[src/rtl/vga_if.sv]
// Video raster bundle between the timing source and the output stage.
// The master side drives the raster position, syncs and strobes.
interface vga_if;
  logic [9:0] CounterX;
  logic [8:0] CounterY;
  logic       xhsync;
  logic       xvsync;
  logic       ins;
  logic       line_start;
  logic       frame_start;
  logic [7:0] frame_cnt;
  logic       running;

  modport master (
    output CounterX, CounterY, xhsync, xvsync, ins,
    output line_start, frame_start, frame_cnt, running
  );

  modport slave (
    input CounterX, CounterY, xhsync, xvsync, ins,
    input line_start, frame_start, frame_cnt, running
  );
endinterface

[src/rtl/vga_timing_gen.sv]
// 640x480@60 raster timing with start/stop FSM that halts at frame end.
// All outputs are registered from the next (h,v) so they stay aligned.
module vga_timing_gen #(
  parameter int H_VIS    = 640,
  parameter int H_FP     = 16,
  parameter int H_SYNC   = 96,
  parameter int H_BP     = 48,
  parameter int V_VIS    = 480,
  parameter int V_FP     = 10,
  parameter int V_SYNC   = 2,
  parameter int V_BP     = 33,
  parameter int SYNC_POL = 0
) (
  input  logic  clk,
  input  logic  rst,
  input  logic  pix_en,
  input  logic  enable,
  vga_if.master vo
);

  localparam int H_TOT = H_VIS + H_FP + H_SYNC + H_BP;
  localparam int V_TOT = V_VIS + V_FP + V_SYNC + V_BP;

  localparam logic [9:0] HVIS  = 10'(H_VIS);
  localparam logic [9:0] HS0   = 10'(H_VIS + H_FP);
  localparam logic [9:0] HS1   = 10'(H_VIS + H_FP + H_SYNC);
  localparam logic [9:0] HLAST = 10'(H_TOT - 1);
  localparam logic [9:0] VVIS  = 10'(V_VIS);
  localparam logic [9:0] VS0   = 10'(V_VIS + V_FP);
  localparam logic [9:0] VS1   = 10'(V_VIS + V_FP + V_SYNC);
  localparam logic [9:0] VLAST = 10'(V_TOT - 1);
  localparam logic       SON   = (SYNC_POL != 0);

  typedef enum logic [1:0] {
    IDLE  = 2'd0,
    RUN   = 2'd1,
    DRAIN = 2'd2
  } state_t;

  state_t     state, state_nx;
  logic [9:0] h_cnt, v_cnt;
  logic [9:0] h_nx, v_nx;
  logic       last;
  logic       frame_done;
  logic       act_nx;

  assign last   = (h_cnt == HLAST) && (v_cnt == VLAST);
  assign act_nx = (state_nx != IDLE);

  // State register
  always_ff @(posedge clk or posedge rst) begin
    if (rst)
      state <= IDLE;
    else if (pix_en)
      state <= state_nx;
  end

  // Next state and next raster position
  always_comb begin
    state_nx   = state;
    h_nx       = h_cnt;
    v_nx       = v_cnt;
    frame_done = 1'b0;
    if (pix_en) begin
      unique case (state)
        IDLE: begin
          h_nx = '0;
          v_nx = '0;
          if (enable)
            state_nx = RUN;
        end
        RUN, DRAIN: begin
          if (state == DRAIN && last && !enable) begin
            state_nx   = IDLE;
            h_nx       = '0;
            v_nx       = '0;
            frame_done = 1'b1;
          end else begin
            state_nx   = enable ? RUN : DRAIN;
            frame_done = last;
            if (h_cnt == HLAST) begin
              h_nx = '0;
              v_nx = (v_cnt == VLAST) ? '0 : v_cnt + 10'd1;
            end else begin
              h_nx = h_cnt + 10'd1;
            end
          end
        end
        default: begin
          state_nx = IDLE;
          h_nx     = '0;
          v_nx     = '0;
        end
      endcase
    end
  end

  // Position counters
  always_ff @(posedge clk or posedge rst) begin
    if (rst) begin
      h_cnt <= '0;
      v_cnt <= '0;
    end else if (pix_en) begin
      h_cnt <= h_nx;
      v_cnt <= v_nx;
    end
  end

  // Registered outputs decoded from the next position
  always_ff @(posedge clk or posedge rst) begin
    if (rst) begin
      vo.CounterX    <= '0;
      vo.CounterY    <= 9'h1FF;
      vo.xhsync      <= ~SON;
      vo.xvsync      <= ~SON;
      vo.ins         <= 1'b0;
      vo.line_start  <= 1'b0;
      vo.frame_start <= 1'b0;
      vo.frame_cnt   <= '0;
      vo.running     <= 1'b0;
    end else if (pix_en) begin
      vo.CounterX    <= h_nx;
      vo.CounterY    <= (act_nx && v_nx < VVIS) ?
                        v_nx[8:0] : 9'h1FF;
      vo.xhsync      <= (act_nx && h_nx >= HS0 && h_nx < HS1) ?
                        SON : ~SON;
      vo.xvsync      <= (act_nx && v_nx >= VS0 && v_nx < VS1) ?
                        SON : ~SON;
      vo.ins         <= act_nx && (h_nx < HVIS) && (v_nx < VVIS);
      vo.line_start  <= act_nx && (h_nx == '0);
      vo.frame_start <= act_nx && (h_nx == '0) && (v_nx == '0);
      vo.running     <= act_nx;
      if (frame_done)
        vo.frame_cnt <= vo.frame_cnt + 8'd1;
    end else begin
      vo.line_start  <= 1'b0;
      vo.frame_start <= 1'b0;
    end
  end

endmodule
[src/flat_wrapper.sv]
// flat-port wrapper written by rule: the top's interface ports become plain ports
module vga_timing_gen_flat 
#(
  parameter int H_VIS    = 640,
  parameter int H_FP     = 16,
  parameter int H_SYNC   = 96,
  parameter int H_BP     = 48,
  parameter int V_VIS    = 480,
  parameter int V_FP     = 10,
  parameter int V_SYNC   = 2,
  parameter int V_BP     = 33,
  parameter int SYNC_POL = 0
)
  (clk, rst, pix_en, enable, vo_CounterX, vo_CounterY, vo_xhsync, vo_xvsync, vo_ins, vo_line_start, vo_frame_start, vo_frame_cnt, vo_running);
  vga_if vo_i ();
  input  logic clk;
  input  logic rst;
  input  logic pix_en;
  input  logic enable;
  output wire logic [$bits(vo_i.CounterX)-1:0] vo_CounterX;
  output wire logic [$bits(vo_i.CounterY)-1:0] vo_CounterY;
  output wire logic [$bits(vo_i.xhsync)-1:0] vo_xhsync;
  output wire logic [$bits(vo_i.xvsync)-1:0] vo_xvsync;
  output wire logic [$bits(vo_i.ins)-1:0] vo_ins;
  output wire logic [$bits(vo_i.line_start)-1:0] vo_line_start;
  output wire logic [$bits(vo_i.frame_start)-1:0] vo_frame_start;
  output wire logic [$bits(vo_i.frame_cnt)-1:0] vo_frame_cnt;
  output wire logic [$bits(vo_i.running)-1:0] vo_running;
  assign vo_CounterX = vo_i.CounterX;
  assign vo_CounterY = vo_i.CounterY;
  assign vo_xhsync = vo_i.xhsync;
  assign vo_xvsync = vo_i.xvsync;
  assign vo_ins = vo_i.ins;
  assign vo_line_start = vo_i.line_start;
  assign vo_frame_start = vo_i.frame_start;
  assign vo_frame_cnt = vo_i.frame_cnt;
  assign vo_running = vo_i.running;
  vga_timing_gen #(.H_VIS(H_VIS), .H_FP(H_FP), .H_SYNC(H_SYNC), .H_BP(H_BP), .V_VIS(V_VIS), .V_FP(V_FP), .V_SYNC(V_SYNC), .V_BP(V_BP), .SYNC_POL(SYNC_POL)) u_core (.clk(clk), .rst(rst), .pix_en(pix_en), .enable(enable), .vo(vo_i));
endmodule
[config.mk]
export PLATFORM = sky130hd
export DESIGN_NAME = vga_timing_gen_flat
export DESIGN_NICKNAME = d
export VERILOG_FILES = /design/src/rtl/vga_if.sv /design/src/rtl/vga_timing_gen.sv /design/src/flat_wrapper.sv
export SDC_FILE = /design/constraint.sdc
export NUM_CORES = 1
export LEC_CHECK = 0
export CAP_MARGIN = 30
export CORE_MARGIN = 3
export CORE_UTILIZATION = 35
export DETAILED_ROUTE_END_ITERATION = 10
export PLACE_DENSITY = 0.53
export SYNTH_ARGS = -nofsm -noshare
export SYNTH_HDL_FRONTEND = slang
export SYNTH_SLANG_ARGS = --single-unit
[constraint.sdc]
create_clock -name clk -period 3.3 [get_ports clk]
set_input_delay 0.33 -clock clk [delete_from_list [all_inputs] [get_ports clk]]
set_output_delay 0.33 -clock clk [all_outputs]
set_load 0.03 [all_outputs]
* Yosys cells after proc, flatten, opt, wreduce, memory -nomap -nowiden
Cells that the tools add are included.
** Storage, ports and cells
- Register bits :: 45
- Output and inout port bits :: 33
- Word-level logic and storage cells :: 65
** Operators by class
- Add/sub/neg operators :: 3
- Order comparisons :: 6
- Equality and inequality tests :: 4
- Muxes and demuxes :: 22
- Reduce and logical (&&, ||, !) cells :: 19
** Operators by type and width (number)
- $mux W10 :: 9
- $add A10 B1 Y10 const B :: 2
- $eq A10 B10 Y1 const B :: 2
- $logic_not A10 Y1 :: 2
- $lt A10 B10 Y1 const B :: 2
- $lt A10 B9 Y1 const B :: 2
- $logic_and A1 B1 Y1 :: 12
- $ge A10 B10 Y1 const B :: 1
- $ge A10 B9 Y1 const B :: 1
- $mux W9 :: 1
- $add A8 B1 Y8 const B :: 1
- $mux W2 :: 4
- $mux W1 :: 7
- $pmux W2 S2 :: 1
- $eq A2 B1 Y1 const B :: 1
- $eq A2 B2 Y1 const B :: 1
- $logic_not A2 Y1 :: 1
- $reduce_and A2 Y1 :: 1
- $reduce_bool A2 Y1 :: 1
- $reduce_or A2 Y1 :: 1
- $logic_not A1 Y1 :: 1

* Logic depth before layout (Yosys ltp)
Gate-level depths: netlist (run 1).
- Word-level depth :: 11
- Depth in mapped cells :: 12
- Mapped depth without buffers :: 9

* Least setup slack after synthesis (run 1)
OpenSTA, ideal clock, no wires.
- Kind :: register -> register
- Start point :: register, netlist name u_core.vo.CounterX[0]
- End point :: register u_core.vo.frame_start
- Setup time :: 0.068 ns
- Arrival time :: 2.627 ns
- Setup slack :: 0.605 ns
- Stages on the path, launching flop included :: 9
- Path through :: dfrtp_1 > ha_1 > nand4_2 > o31ai_4 > a31oi_1 > or4_1 > or4_1 > nor4_2 > and4b_1
** RTL lines
- end signal: assignment :: line vga_timing_gen.sv:131 : vo.frame_start <= act_nx && (h_nx == '0) && (v_nx == '0);
- end: declaration :: line vga_if.sv:16 : output line_start, frame_start, frame_cnt, running

==> results of run 1 <==
==> synth_stat cells (all sizes together), types with 2 or more instances <==
library cell	instances
dfrtp	34
nand2	26
o21ai	18
nor2	17
inv	13
nand3	13
nor3	12
dfstp	11
xnor2	10
a21oi	9
buf	9
nand4	9
clkbuf	8
ha	7
o22a	7
xor2	6
a21o	5
o31ai	5
or3	5
and4	4
nor4	4
o2bb2ai	4
a31o	3
a41oi	3
and3	3
or4	3
a22o	2
a31oi	2
a32oi	2
and3b	2
nand4b	2
o211a	2
==> final timing paths <==
path	startpoint	end	slack (ns)	cells past startpoint
setup / recovery	u_core.vo.CounterX[0]$_DFFE_PP0P_	u_core.vo.frame_start$_DFF_PP0_	0.19	7
hold / removal	rst	u_core.vo.CounterX[0]$_DFFE_PP0P_	0.29	2
setup reg to reg	u_core.vo.CounterX[0]$_DFFE_PP0P_	u_core.vo.frame_start$_DFF_PP0_	0.19	7
hold reg to reg	u_core.vo.frame_cnt[7]$_DFFE_PP0P_	u_core.vo.frame_cnt[7]$_DFFE_PP0P_	0.49	1
max in group asynchronous	rst	u_core.vo.CounterY[2]$_DFFE_PP1P_	2.47	3
min in group clk	u_core.vo.frame_cnt[7]$_DFFE_PP0P_	u_core.vo.frame_cnt[7]$_DFFE_PP0P_	0.49	1
==> power by group through the flow <==
| stage | Combinational (mW) | Sequential, mW | Clock, mW |
|---|---|---|---|
| after floorplan | 0.503 | 0.968 | 0 |
| after global placement | 0.993 | 0.824 | 0 |
| after detailed placement | 0.990 | 0.826 | 0 |
| after CTS | 0.996 | 0.817 | 0.372 |
| after global routing | 1.12 | 0.837 | 0.396 |
| final | 1.03 | 0.815 | 0.359 |
==> worst register-to-register path, stage by stage, from the launching register on <==
cell                      delay, ns
sky130_fd_sc_hd__dfrtp_1       0.45
sky130_fd_sc_hd__ha_1          0.29
sky130_fd_sc_hd__and4_1        0.40
sky130_fd_sc_hd__nand3_1       0.43
sky130_fd_sc_hd__a22o_1        0.39
sky130_fd_sc_hd__or4_1         0.56
sky130_fd_sc_hd__nor4_2        0.28
sky130_fd_sc_hd__and4b_1       0.26
==> per-layer routing <==
metal	global-route usage, %	vias to the layer above	share of wire, %	wire length (um)
met5	0	-	0	0
met4	3.73	0	1.1	74
met3	2.65	8	4.3	299
met2	26.1	59	45	3150
met1	25.1	1131	50	3490
li1	-	1112	-	-
==> registers in the layout, summed over array words and instances, names as in the netlist <==
name,cells
u_core.state,2
u_core.v_cnt,10
u_core.vo.CounterX,10
u_core.vo.CounterY,9
u_core.vo.frame_cnt,8
u_core.vo.frame_start,1
u_core.vo.ins,1
u_core.vo.line_start,1
u_core.vo.running,1
u_core.vo.xhsync,1
u_core.vo.xvsync,1
==> layout by cell type, fill, tap and decap left out, types with 2 or more instances in the layout <==
master and count:
sky130_fd_sc_hd__a41oi_1 3, sky130_fd_sc_hd__o2bb2ai_1 4, sky130_fd_sc_hd__o31ai_4 2, sky130_fd_sc_hd__clkdlybuf4s50_1 36
sky130_fd_sc_hd__a31o_2 2, sky130_fd_sc_hd__dfrtp_1 34, sky130_fd_sc_hd__inv_2 2, sky130_fd_sc_hd__buf_4 16
sky130_fd_sc_hd__dfstp_2 11, sky130_fd_sc_hd__o211a_1 2, sky130_fd_sc_hd__clkinv_4 2, sky130_fd_sc_hd__o21ai_2 2
sky130_fd_sc_hd__clkbuf_8 5, sky130_fd_sc_hd__xnor2_1 10, sky130_fd_sc_hd__a32oi_1 2, sky130_fd_sc_hd__nor4_1 3
sky130_fd_sc_hd__or3_1 4, sky130_fd_sc_hd__inv_1 11, sky130_fd_sc_hd__nor2_1 17, sky130_fd_sc_hd__and4_1 3
sky130_fd_sc_hd__nand4_1 8, sky130_fd_sc_hd__and3_1 3, sky130_fd_sc_hd__xor2_1 6, sky130_fd_sc_hd__and3b_1 2
sky130_fd_sc_hd__o21ai_0 10, sky130_fd_sc_hd__a21o_1 5, sky130_fd_sc_hd__a21oi_1 9, sky130_fd_sc_hd__o21ai_1 5
sky130_fd_sc_hd__a22o_1 2, sky130_fd_sc_hd__a31oi_1 2, sky130_fd_sc_hd__or4_1 3, sky130_fd_sc_hd__o22a_1 7
sky130_fd_sc_hd__ha_1 7, sky130_fd_sc_hd__nor3_1 11, sky130_fd_sc_hd__nand2_1 26, sky130_fd_sc_hd__nand3_1 13
sky130_fd_sc_hd__o31ai_1 3, sky130_fd_sc_hd__nand4b_1 2
==> layout make-up <==
cell class | instances | area [sq um] | share of cell area [%]
multi-input cells | 202 | 1410 | 42.5
flip-flops and latches | 45 | 1140 | 34.4
repair buffers | 53 | 500 | 15.1
well taps | 99 | 124 | 3.74
clock buffers | 5 | 68.8 | 2.08
inverters | 13 | 48.8 | 1.47
clock inverters | 3 | 22.5 | 0.681
==> metrics by stage <==
step	setup WS [ns]	hold slack, ns
after floorplan	0.605	0.502
after global placement	0.298	0.468
after detailed placement	0.242	0.469
after CTS	0.224	0.297
after global routing	0.00281	0.321
final	0.191	0.287
==> cells by family (layout without fill, tap and decap cells) <==
logic type               count (synthesis)  count (layout)  share of synthesized area (%)
multiplexers                             2               2                          0.792
AND/OR/NAND/NOR                        110             110                           23.9
AO/OA/AOI/OAI                           67              67                           19.2
adder cells (fa/ha/maj)                  7               7                           3.26
XOR/XNOR                                16              16                           5.22
flip-flops                              45              45                           42.5
buffers and inverters                   30              74                           5.22
==> impl_metrics.sql, run 1 <==
INSERT INTO impl_metrics (metric_group, metric, value, unit) VALUES
('clocking', 'tritoncts.num_buffers', '5', ''),
('pwr', 'p_seq_share', '37.0', '%'),
('global_route', 'initial_antenna_violation_count', '0', ''),
('layout', 'areaGrowthSynthToFinish', '23.3', '%'),
('detailed_routing', 'routed_wl', '7010', 'um'),
('worst_setup_path', 'cpPeakStageDelay', '0.56', 'ns'),
('worst_setup_path', 'cpMaxStageDelayCell', 'sky130_fd_sc_hd__or4_1', ''),
('timing', 'layout_min_cycle_time', '3.11', 'ns'),
('logic_synthesis', 'yosysUniqueCellTypes', '63', ''),
('pwr', 'power.leakage', '1.34', 'nW'),
('timing', 'clock-skew-final', '0.0118', 'ns'),
('clocking', 'cts.repair_timing.setup_buffer_count', '0', ''),
('logic_synthesis', 'syn_avg_cell_area', '9.69', 'sq um'),
('logic_synthesis', 'synthesis.yosys.warnings', '0', ''),
('die', 'floorplan.rows', '31', ''),
('global_route', 'grt_overflow_total', '0', ''),
('global_route', 'globalRouteTotalUtil', '17.0', '%'),
('logic_synthesis', 'yosys-top-cells-area', 'sky130_fd_sc_hd__dfrtp_1, sky130_fd_sc_hd__dfstp_2, sky130_fd_sc_hd__nand2_1, sky130_fd_sc_hd__ha_1, sky130_fd_sc_hd__xnor2_1', ''),
('detailed_routing', 'detailedRoute.firstIterationViolations', '200', ''),
('worst_setup_path', 'critPathCaptureType', 'register', ''),
('detailed_routing', 'post_dr_wirelength_cell', '16.7', 'um'),
('die', 'die-area', '0.00876', 'sq mm'),
('clocking', 'insertion_delay', '0.31', 'ns'),
('timing', 'rsz0062_at_grt', 'false', ''),
('worst_setup_path', 'worst_ep_required_time', '3.55', 'ns'),
('global_route', 'grt_pass1_wl', '11600', 'um'),
('global_route', 'first_global_vias', '2223', ''),
('clocking', 'tritoncts_clock_tree', 'built', ''),
('worst_setup_path', 'arrival_time_reported_for_the_critical_path_endpoint', '3.36', 'ns'),
('worst_setup_path', 'path_delay_family', 'simple AND/OR/NAND/NOR gates', ''),
('pwr', 'power_report.internal_total', '1.29', 'mW'),
('worst_setup_path', 'path_cells', 'ha_1 > and4_1 > nand3_1 > a22o_1 > or4_1 > nor4_2 > and4b_1', ''),
('logic_synthesis', 'async_flop_share', '100', '%'),
('die', 'dieHeight', '93.6', 'um'),
('worst_setup_path', 'setup.worst_path.class', 'register to register', ''),
('detailed_routing', 'remaining_drc_errors', '0', ''),
('placed_design', 'gp_routability_congestion', '0.873', ''),
('logic_synthesis', 'post_synthesis_cell_count', '277', ''),
('global_route', 'grt_start_max_net_pins', '34', ''),
('clocking', 'clock_sinks', '45', ''),
('placed_design', 'cell_total_after_placement', '407', ''),
('placed_design', 'io_buffers', '36', ''),
('timing', 'timing.setup.tns', '0', 'ns'),
('timing', 'maxClockFrequency', '322', 'MHz'),
('logic_synthesis', 'postSynthRegisterBits', '45', ''),
('logic_synthesis', 'synth-seq-area-share', '42.5', '%'),
('layout', 'layout.core_utilization', '45.1', '%'),
('pwr', 'vdd.ir_drop.worst', '0.271', 'mV'),
('pwr', 'post-layout-total-power', '2.20', 'mW'),
('clocking', 'post_cts_hold_buffer_count', '0', ''),
('outcome', 'status', 'finished clean', ''),
('worst_setup_path', 'timing.critical_path.from_type', 'register', ''),
('clocking', 'cts.repair.resized', '0', ''),
('worst_setup_path', 'crit_buf_inv', '0', ''),
('logic_synthesis', 'synth-main-ff-cell', 'sky130_fd_sc_hd__dfrtp_1', ''),
('detailed_routing', 'routed_via_density', '5.50', ''),
('flow_run', 'drv_cap', '0', ''),
('timing', 'layout_worst_path_cycle_share', '94.2', '%'),
('logic_synthesis', 'synth_top_cell_by_area', 'sky130_fd_sc_hd__dfrtp_1', ''),
('pwr', 'power_density', '666', 'mW/mm^2'),
('die', 'pin_count', '37', ''),
('clocking', 'clk_root_buffer_cell', 'sky130_fd_sc_hd__clkbuf_8', ''),
('placed_design', 'placed_area', '0.00318', 'sq mm'),
('layout', 'fin_cells', '420', ''),
('timing', 'final-hold-violation-count', '0', ''),
('logic_synthesis', 'yosys.area.top_type_share', '31.7', '%'),
('logic_synthesis', 'number_of_synthesized_flops_with_an_enable_pin', '0', ''),
('clocking', 'max-clock-path-buffers', '2', ''),
('worst_hold_path', 'hold_path.class', 'input port to async pin', ''),
('detailed_routing', 'detailedRoute.firstPassIterationCount', '4', ''),
('layout', 'final_nets', '331', '');
No activity file was read; power rests on OpenSTA's default activity.
==> inputs of run 2 (changes only) <==
Settings changed: CORE_UTILIZATION 35 to 30, CTS_BUF_LIST set to sky130_fd_sc_hd__clkbuf_4 sky130_fd_sc_hd__clkbuf_8, PLACE_DENSITY 0.53 to 0.47.
==> run 2 against run 1 <==
  * Register-to-register slack better by 0.06 ns
  * Largest cell class unchanged
  * Sequential power is 0.9% lower
  * Clock skew is 0.0052 ns lower
  * Critical path depth stayed put
  * Final cell count is 0.48% lower
  * Critical endpoint is now u_core.vo.ins$_DFFE_PP0P_
  * Final area is 0.87% lower
  * Core utilization is 6.4 points lower
  * Highest routed layer unchanged
  * Global-route usage is 1.8 points lower
  * Combinational power hardly changed
  * Fmax is 1.9% higher
==> impl_metrics.sql, run 2 (synthesized netlist as in run 1, its figures left out) <==
INSERT INTO impl_metrics (metric_group, metric, value, unit) VALUES
('die', 'dieHeight', '101', 'um'),
('clocking', 'cts.repair.resized', '0', ''),
('detailed_routing', 'detailedRoute.firstIterationViolations', '142', ''),
('global_route', 'initial_antenna_violation_count', '0', ''),
('global_route', 'grt_pass1_wl', '11900', 'um'),
('worst_hold_path', 'hold_path.class', 'input port to async pin', ''),
('clocking', 'post_cts_hold_buffer_count', '0', ''),
('layout', 'areaGrowthSynthToFinish', '22.2', '%'),
('placed_design', 'cell_total_after_placement', '410', ''),
('timing', 'maxClockFrequency', '328', 'MHz'),
('layout', 'fillers', '822', ''),
('die', 'pin_count', '37', ''),
('timing', 'clock-skew-final', '0.00658', 'ns'),
('clocking', 'ctsHtreeMaxLevel', '2', ''),
('timing', 'transition_time_of_the_tightest_slew_check_pin', '0.613', 'ns'),
('worst_setup_path', 'worst_ep_required_time', '3.54', 'ns'),
('timing', 'drv_slew', '0', ''),
('clocking', 'insertion_delay', '0.31', 'ns'),
('worst_setup_path', 'r2r_cells', '7', ''),
('global_route', 'grt_start_max_net_pins', '27', ''),
('die', 'die-area', '0.0101', 'sq mm'),
('timing', 'setup_viol', '0', ''),
('placed_design', 'dp_hpwl', '5350', 'um'),
('worst_setup_path', 'cpPeakStageDelay', '0.58', 'ns'),
('detailed_routing', 'remaining_drc_errors', '0', ''),
('die', 'floorplan.die.width', '101', 'um'),
('outcome', 'status', 'finished clean', ''),
('layout', 'layout.cells.most_common_list', 'sky130_fd_sc_hd__clkdlybuf4s50_1, sky130_fd_sc_hd__dfrtp_1, sky130_fd_sc_hd__nand2_1', ''),
('clocking', 'tritoncts.num_buffers', '5', ''),
('worst_setup_path', 'path_cells', 'or3_1 > or4_1 > o21ai_4 > o21ai_2 > and4_4 > nor3_1 > a32o_1', ''),
('timing', 'relSlewSlack', '58.8', '%'),
('detailed_routing', 'post_dr_wirelength_cell', '17.3', 'um'),
('global_route', 'globalRouteTotalUtil', '15.1', '%'),
('layout', 'reg.largest.list', 'u_core.v_cnt (10), u_core.vo.CounterX (10), u_core.vo.CounterY (9)', ''),
('worst_setup_path', 'path_delay_family', 'simple AND/OR/NAND/NOR gates', ''),
('global_route', 'grt_overflow_total', '0', ''),
('worst_setup_path', 'crit_path_max_fanout', '11', ''),
('detailed_routing', 'routedLengthMet1', '3430', 'um'),
('detailed_routing', 'highest_layer', 'met4', ''),
('clocking', 'clock_sinks', '45', ''),
('layout', 'num_antenna_cells', '0', ''),
('worst_setup_path', 'arrival_time_reported_for_the_critical_path_endpoint', '3.29', 'ns'),
('detailed_routing', 'wl_met2', '3360', 'um'),
('layout', 'final_nets', '323', ''),
('worst_setup_path', 'timing.critical_path.from_type', 'register', ''),
('die', 'floorplan.rows', '33', ''),
('layout', 'layout-drive-gt1-share', '15.0', '%'),
('global_route', 'first_global_vias', '2222', ''),
('detailed_routing', 'detailedRoute.firstPassIterationCount', '5', ''),
('pwr', 'power_density', '685', 'mW/mm^2'),
('timing', 'layout_min_cycle_time', '3.05', 'ns'),
('pwr', 'power.leakage', '1.31', 'nW'),
('detailed_routing', 'routed_wl', '7230', 'um'),
('clocking', 'clk_root_buffer_cell', 'sky130_fd_sc_hd__clkbuf_8', ''),
('worst_setup_path', 'critPathCaptureType', 'register', ''),
('placed_design', 'gp_routability_congestion', '0.857', ''),
('die', 'initial_core_util', '31.7', '%'),
('detailed_routing', 'routed_via_density', '5.36', ''),
('die', 'fp.coreArea', '0.00846', 'sq mm'),
('worst_setup_path', 'cpMaxStageDelayCell', 'sky130_fd_sc_hd__or4_1', ''),
('worst_setup_path', 'regToRegSetupSlack', '0.25', 'ns'),
('worst_setup_path', 'capture_point_of_the_worst_reg_to_reg_path', 'u_core.vo.ins$_DFFE_PP0P_', ''),
('timing', 'timing.setup.tns', '0', 'ns'),
('clocking', 'cts.reportedPaths.clkPinSlew', '0.09', 'ns'),
('clocking', 'max-clock-path-buffers', '2', ''),
('worst_setup_path', 'crit_buf_inv', '0', ''),
('detailed_routing', 'wl_met3', '388', 'um'),
('detailed_routing', 'route.antenna.remaining_nets', '0', ''),
('timing', 'final-hold-violation-count', '0', ''),
('timing', 'layout_worst_path_cycle_share', '92.4', '%'),
('layout', 'fin_cells', '418', ''),
('pwr', 'vdd.ir_drop.worst', '0.310', 'mV'),
('worst_setup_path', 'setup.worst_path.class', 'register to register', ''),
('detailed_routing', 'total_via_count_after_detailed_routing', '2242', ''),
('flow_run', 'drv_cap', '0', ''),
('layout', 'most_common_cell_after_layout_fill_and_taps_aside', 'sky130_fd_sc_hd__clkdlybuf4s50_1', ''),
('clocking', 'tritoncts_clock_tree', 'built', ''),
('placed_design', 'io_buffers', '36', ''),
('clocking', 'cts.repair_timing.setup_buffer_count', '0', ''),
('timing', 'rsz0062_at_grt', 'false', ''),
('worst_setup_path', 'worstReg2RegStart', 'u_core.v_cnt[5]$_DFFE_PP0P_', '');
-- run 2: changes by cell type in the layout (fill, tap and decap cells not counted), sizes merged --
cell / previous run / this run
buf: 17 / 9
clkinv: 3 / 1
bufinv: 0 / 1
clkinvlp: 0 / 1
-- run 2: cell type report --
cell class | instances | area, sq um | share of cell area, %
Clock buffer | 5 | 68.8 | 2.10
Timing Repair Buffer | 45 | 440 | 13.4
Inverter | 13 | 48.8 | 1.49
Multi-Input combinational cell | 202 | 1410 | 42.8
Tap cell | 105 | 131 | 4.00
Clock inverter | 3 | 46.3 | 1.41
Sequential cell | 45 | 1140 | 34.7
-- run 2: how the worst max path moves through the flow --
| stage | from | end | slack [ns] | cells past startpoint |
|---|---|---|---|---|
| 2_1_floorplan | u_core.vo.CounterX[0]$_DFFE_PP0P_ | u_core.vo.frame_start$_DFF_PP0_ | 0.61 | 8 |
| 4_1_cts | u_core.v_cnt[5]$_DFFE_PP0P_ | u_core.vo.ins$_DFFE_PP0P_ | 0.21 | 7 |
| 3_3_place_gp | u_core.v_cnt[5]$_DFFE_PP0P_ | u_core.vo.ins$_DFFE_PP0P_ | 0.31 | 7 |
| 3_5_place_dp | u_core.v_cnt[5]$_DFFE_PP0P_ | u_core.vo.ins$_DFFE_PP0P_ | 0.23 | 7 |
| 5_1_grt | u_core.v_cnt[0]$_DFFE_PP0P_ | u_core.vo.ins$_DFFE_PP0P_ | 0.08 | 9 |
| 6_report | u_core.v_cnt[5]$_DFFE_PP0P_ | u_core.vo.ins$_DFFE_PP0P_ | 0.25 | 7 |
-- run 2: per-stage QoR --
step	setup WS (ns)	area (sq um)	total power, mW	hold WS (ns)	util [%]
after detailed placement	0.233	3170	1.83	0.464	37.4
after floorplan	0.605	2690	1.47	0.502	-
after CTS	0.215	3280	2.28	0.367	38.8
after global routing	0.0790	3280	2.40	0.390	38.8
after global placement	0.308	3150	1.84	0.467	37.2
final	0.250	3280	2.25	0.347	38.8
-- run 2: routing by layer --
layer  vias to the layer above  track usage, %
met5                         -               0
met4                         0            4.04
met3                         6            3.04
met2                        59            23.4
met1                      1085            21.5
li1                       1092               -
-- run 2: power by group --
| part | internal (mW) | leakage [nW] | switching (mW) |
|---|---|---|---|
| Sequential | 0.702 | 0.580 | 0.106 |
| Combinational | 0.409 | 0.679 | 0.596 |
| Clock | 0.227 | 0.0543 | 0.208 |
==> inputs of run 3 (changes only) <==
==> constraint.sdc (replaced) <==
create_clock -name clk -period 3.3 [get_ports clk]
set_input_delay 0.99 -clock clk [delete_from_list [all_inputs] [get_ports clk]]
set_output_delay 0.99 -clock clk [all_outputs]
set_load 0.03 [all_outputs]
==> run 3 against run 2 <==
  * Clock skew up 0.0012 ns
  * Critical path depth up 1
  * Largest cell class unchanged
  * Clock-buffer cell count up 3
  * Sequential share of layout area down 0.90 points
  * Highest routed layer unchanged
==> impl_metrics.sql, run 3 (synthesized netlist as in run 1, its figures left out) <==
INSERT INTO impl_metrics (metric_group, metric, value, unit) VALUES
('layout', 'layout.cells.most_common_list', 'sky130_fd_sc_hd__clkdlybuf4s50_1, sky130_fd_sc_hd__dfrtp_1, sky130_fd_sc_hd__nand2_1', ''),
('clocking', 'tritoncts_clock_tree', 'built', ''),
('layout', 'most_common_cell_after_layout_fill_and_taps_aside', 'sky130_fd_sc_hd__clkdlybuf4s50_1', ''),
('die', 'floorplan.rows', '33', ''),
('global_route', 'first_global_vias', '2402', ''),
('worst_setup_path', 'path_cells', 'clkdlybuf4s50_1 > and2_1 > nand2_1 > o21ai_0 > or4_1 > or4_1 > nor4_2 > and4b_1', ''),
('flow_run', 'drv_cap', '0', ''),
('detailed_routing', 'remaining_drc_errors', '0', ''),
('placed_design', 'io_buffers', '36', ''),
('clocking', 'cts.repair.resized', '0', ''),
('clocking', 'max-clock-path-buffers', '2', ''),
('die', 'die-area', '0.0101', 'sq mm'),
('timing', 'maxClockFrequency', '329', 'MHz'),
('placed_design', 'place_ws', '-0.0737', 'ns'),
('timing', 'layout_min_cycle_time', '3.04', 'ns'),
('timing', 'clock-skew-final', '0.00774', 'ns'),
('timing', 'transition_time_of_the_tightest_slew_check_pin', '0.507', 'ns'),
('global_route', 'initial_antenna_violation_count', '0', ''),
('placed_design', 'dp_hpwl', '5600', 'um'),
('worst_setup_path', 'arrival_time_reported_for_the_critical_path_endpoint', '3.27', 'ns'),
('layout', 'fillers', '817', ''),
('layout', 'areaGrowthSynthToFinish', '25.4', '%'),
('die', 'initial_core_util', '31.7', '%'),
('global_route', 'grt_pass1_wl', '12600', 'um'),
('outcome', 'status', 'finished clean', ''),
('worst_setup_path', 'cpPeakStageDelay', '0.54', 'ns'),
('worst_setup_path', 'timing.critical_path.from_type', 'input port', ''),
('timing', 'final-hold-violation-count', '0', ''),
('worst_hold_path', 'hold_path.class', 'register to register', ''),
('worst_setup_path', 'timing.critical_path.mode_cell', 'sky130_fd_sc_hd__or4_1', ''),
('placed_design', 'gp_routability_congestion', '0.837', ''),
('layout', 'fin_cells', '432', ''),
('worst_setup_path', 'crit_path_max_fanout', '4', ''),
('clocking', 'cts.reportedPaths.clkPinSlew', '0.08', 'ns'),
('timing', 'rsz0062_at_grt', 'false', ''),
('placed_design', 'cell_total_after_placement', '424', ''),
('clocking', 'clk_root_buffer_cell', 'sky130_fd_sc_hd__clkbuf_8', ''),
('pwr', 'power.leakage', '1.38', 'nW'),
('detailed_routing', 'detailedRoute.firstPassIterationCount', '4', ''),
('pwr', 'power_density', '656', 'mW/mm^2'),
('clocking', 'post_cts_hold_buffer_count', '0', ''),
('die', 'pin_count', '37', ''),
('clocking', 'clock_sinks', '45', ''),
('pwr', 'vdd.ir_drop.worst', '0.200', 'mV'),
('timing', 'drv_slew', '0', ''),
('global_route', 'grt_start_max_net_pins', '26', ''),
('layout', 'reg.largest.list', 'u_core.v_cnt (10), u_core.vo.CounterX (10), u_core.vo.CounterY (9)', ''),
('global_route', 'grt_overflow_total', '0', ''),
('timing', 'layout_worst_path_cycle_share', '92.1', '%'),
('detailed_routing', 'post_dr_wirelength_cell', '17.1', 'um'),
('layout', 'final_nets', '337', ''),
('die', 'dieHeight', '101', 'um'),
('timing', 'fin_ws', '0.261', 'ns'),
('worst_setup_path', 'critPathCaptureType', 'register', ''),
('layout', 'num_antenna_cells', '0', ''),
('detailed_routing', 'routed_via_density', '5.37', ''),
('detailed_routing', 'total_via_count_after_detailed_routing', '2320', ''),
('layout', 'layout-drive-gt1-share', '18.7', '%'),
('worst_setup_path', 'setup.worst_path.class', 'input port to register', ''),
('worst_setup_path', 'worst_ep_required_time', '3.53', 'ns'),
('detailed_routing', 'detailedRoute.firstIterationViolations', '138', ''),
('die', 'floorplan.die.width', '101', 'um'),
('detailed_routing', 'routed_wl', '7390', 'um'),
('detailed_routing', 'route.antenna.remaining_nets', '0', ''),
('clocking', 'tritoncts.num_buffers', '5', ''),
('timing', 'relSlewSlack', '66.2', '%'),
('clocking', 'insertion_delay', '0.29', 'ns'),
('pwr', 'post-layout-total-power', '2.21', 'mW'),
('clocking', 'ctsHtreeMaxLevel', '2', ''),
('worst_setup_path', 'cpMaxStageDelayCell', 'sky130_fd_sc_hd__or4_1', ''),
('clocking', 'cts.repair_timing.setup_buffer_count', '0', ''),
('timing', 'setup_viol', '0', ''),
('die', 'fp.coreArea', '0.00846', 'sq mm'),
('global_route', 'globalRouteTotalUtil', '15.8', '%');
## run 3: cell count changes in the layout (fill, tap and decap cells not counted)
cell | previous run | this run
sky130_fd_sc_hd__buf_4 | 8 | 22
sky130_fd_sc_hd__clkinvlp_4 | 1 | 0
sky130_fd_sc_hd__clkinv_4 | 1 | 0
sky130_fd_sc_hd__clkbuf_4 | 0 | 2
sky130_fd_sc_hd__bufinv_16 | 1 | 0
sky130_fd_sc_hd__clkbuf_8 | 5 | 6
## run 3: worst paths after layout
kind,to,cells past startpoint,from,slack (ns)
max,u_core.vo.frame_start$_DFF_PP0_,8,pix_en,0.26
min,u_core.vo.frame_cnt[7]$_DFFE_PP0P_,1,u_core.vo.frame_cnt[7]$_DFFE_PP0P_,0.48
max reg2reg,u_core.vo.CounterY[3]$_DFFE_PP1P_,9,u_core.v_cnt[1]$_DFFE_PP0P_,0.33
min reg2reg,u_core.vo.frame_cnt[7]$_DFFE_PP0P_,1,u_core.vo.frame_cnt[7]$_DFFE_PP0P_,0.48
max in group asynchronous,u_core.vo.CounterY[4]$_DFFE_PP1P_,3,rst,1.67
min in group asynchronous,u_core.vo.CounterX[1]$_DFFE_PP0P_,2,rst,1.05
## run 3: through the flow
step                hold slack [ns]  instance area (sq um)  util (%)  TNS [ns]
detailed placement            0.469                   3270      38.6   -0.0737
global route                  0.516                   3370      39.8         0
finish                        0.480                   3370      39.8         0
global placement              0.466                   3270      38.6  -0.00790
CTS                           0.485                   3370      39.8         0
floorplan                     0.502                   2690         -         0
## run 3: final cells by class
class                      count  area (sq um)  share of cell area (%)
sequential                    45          1140                    33.8
clock buffer                   8          97.6                    2.90
timing repair buffer          59           546                    16.2
multi-input combinational    202          1410                    41.7
inverter                      13          48.8                    1.45
tap                          105           131                    3.90
## run 3: metal layers
metal  GRT usage (%)  vias to the layer above  part of all wire, %
li1                -                     1114                    -
met1            22.3                     1111                   45
met2            23.8                       91                   47
met3            3.67                        4                  7.2
met4            4.87                        0                 0.66
met5               0                        -                    0
## run 3: power breakdown
part	switching [mW]	leakage, nW	total (mW)	internal, mW
Clock	0.178	0.0523	0.366	0.188
Combinational	0.589	0.751	1.03	0.439
Sequential	0.113	0.580	0.815	0.702
## run 3: critical path, delay by kind of cell
family	cells	cell delay (ns)
buffers and inverters	1	0.47
AOI/OAI and AO/OA	1	0.09
and+or+nand+nor	6	1.71
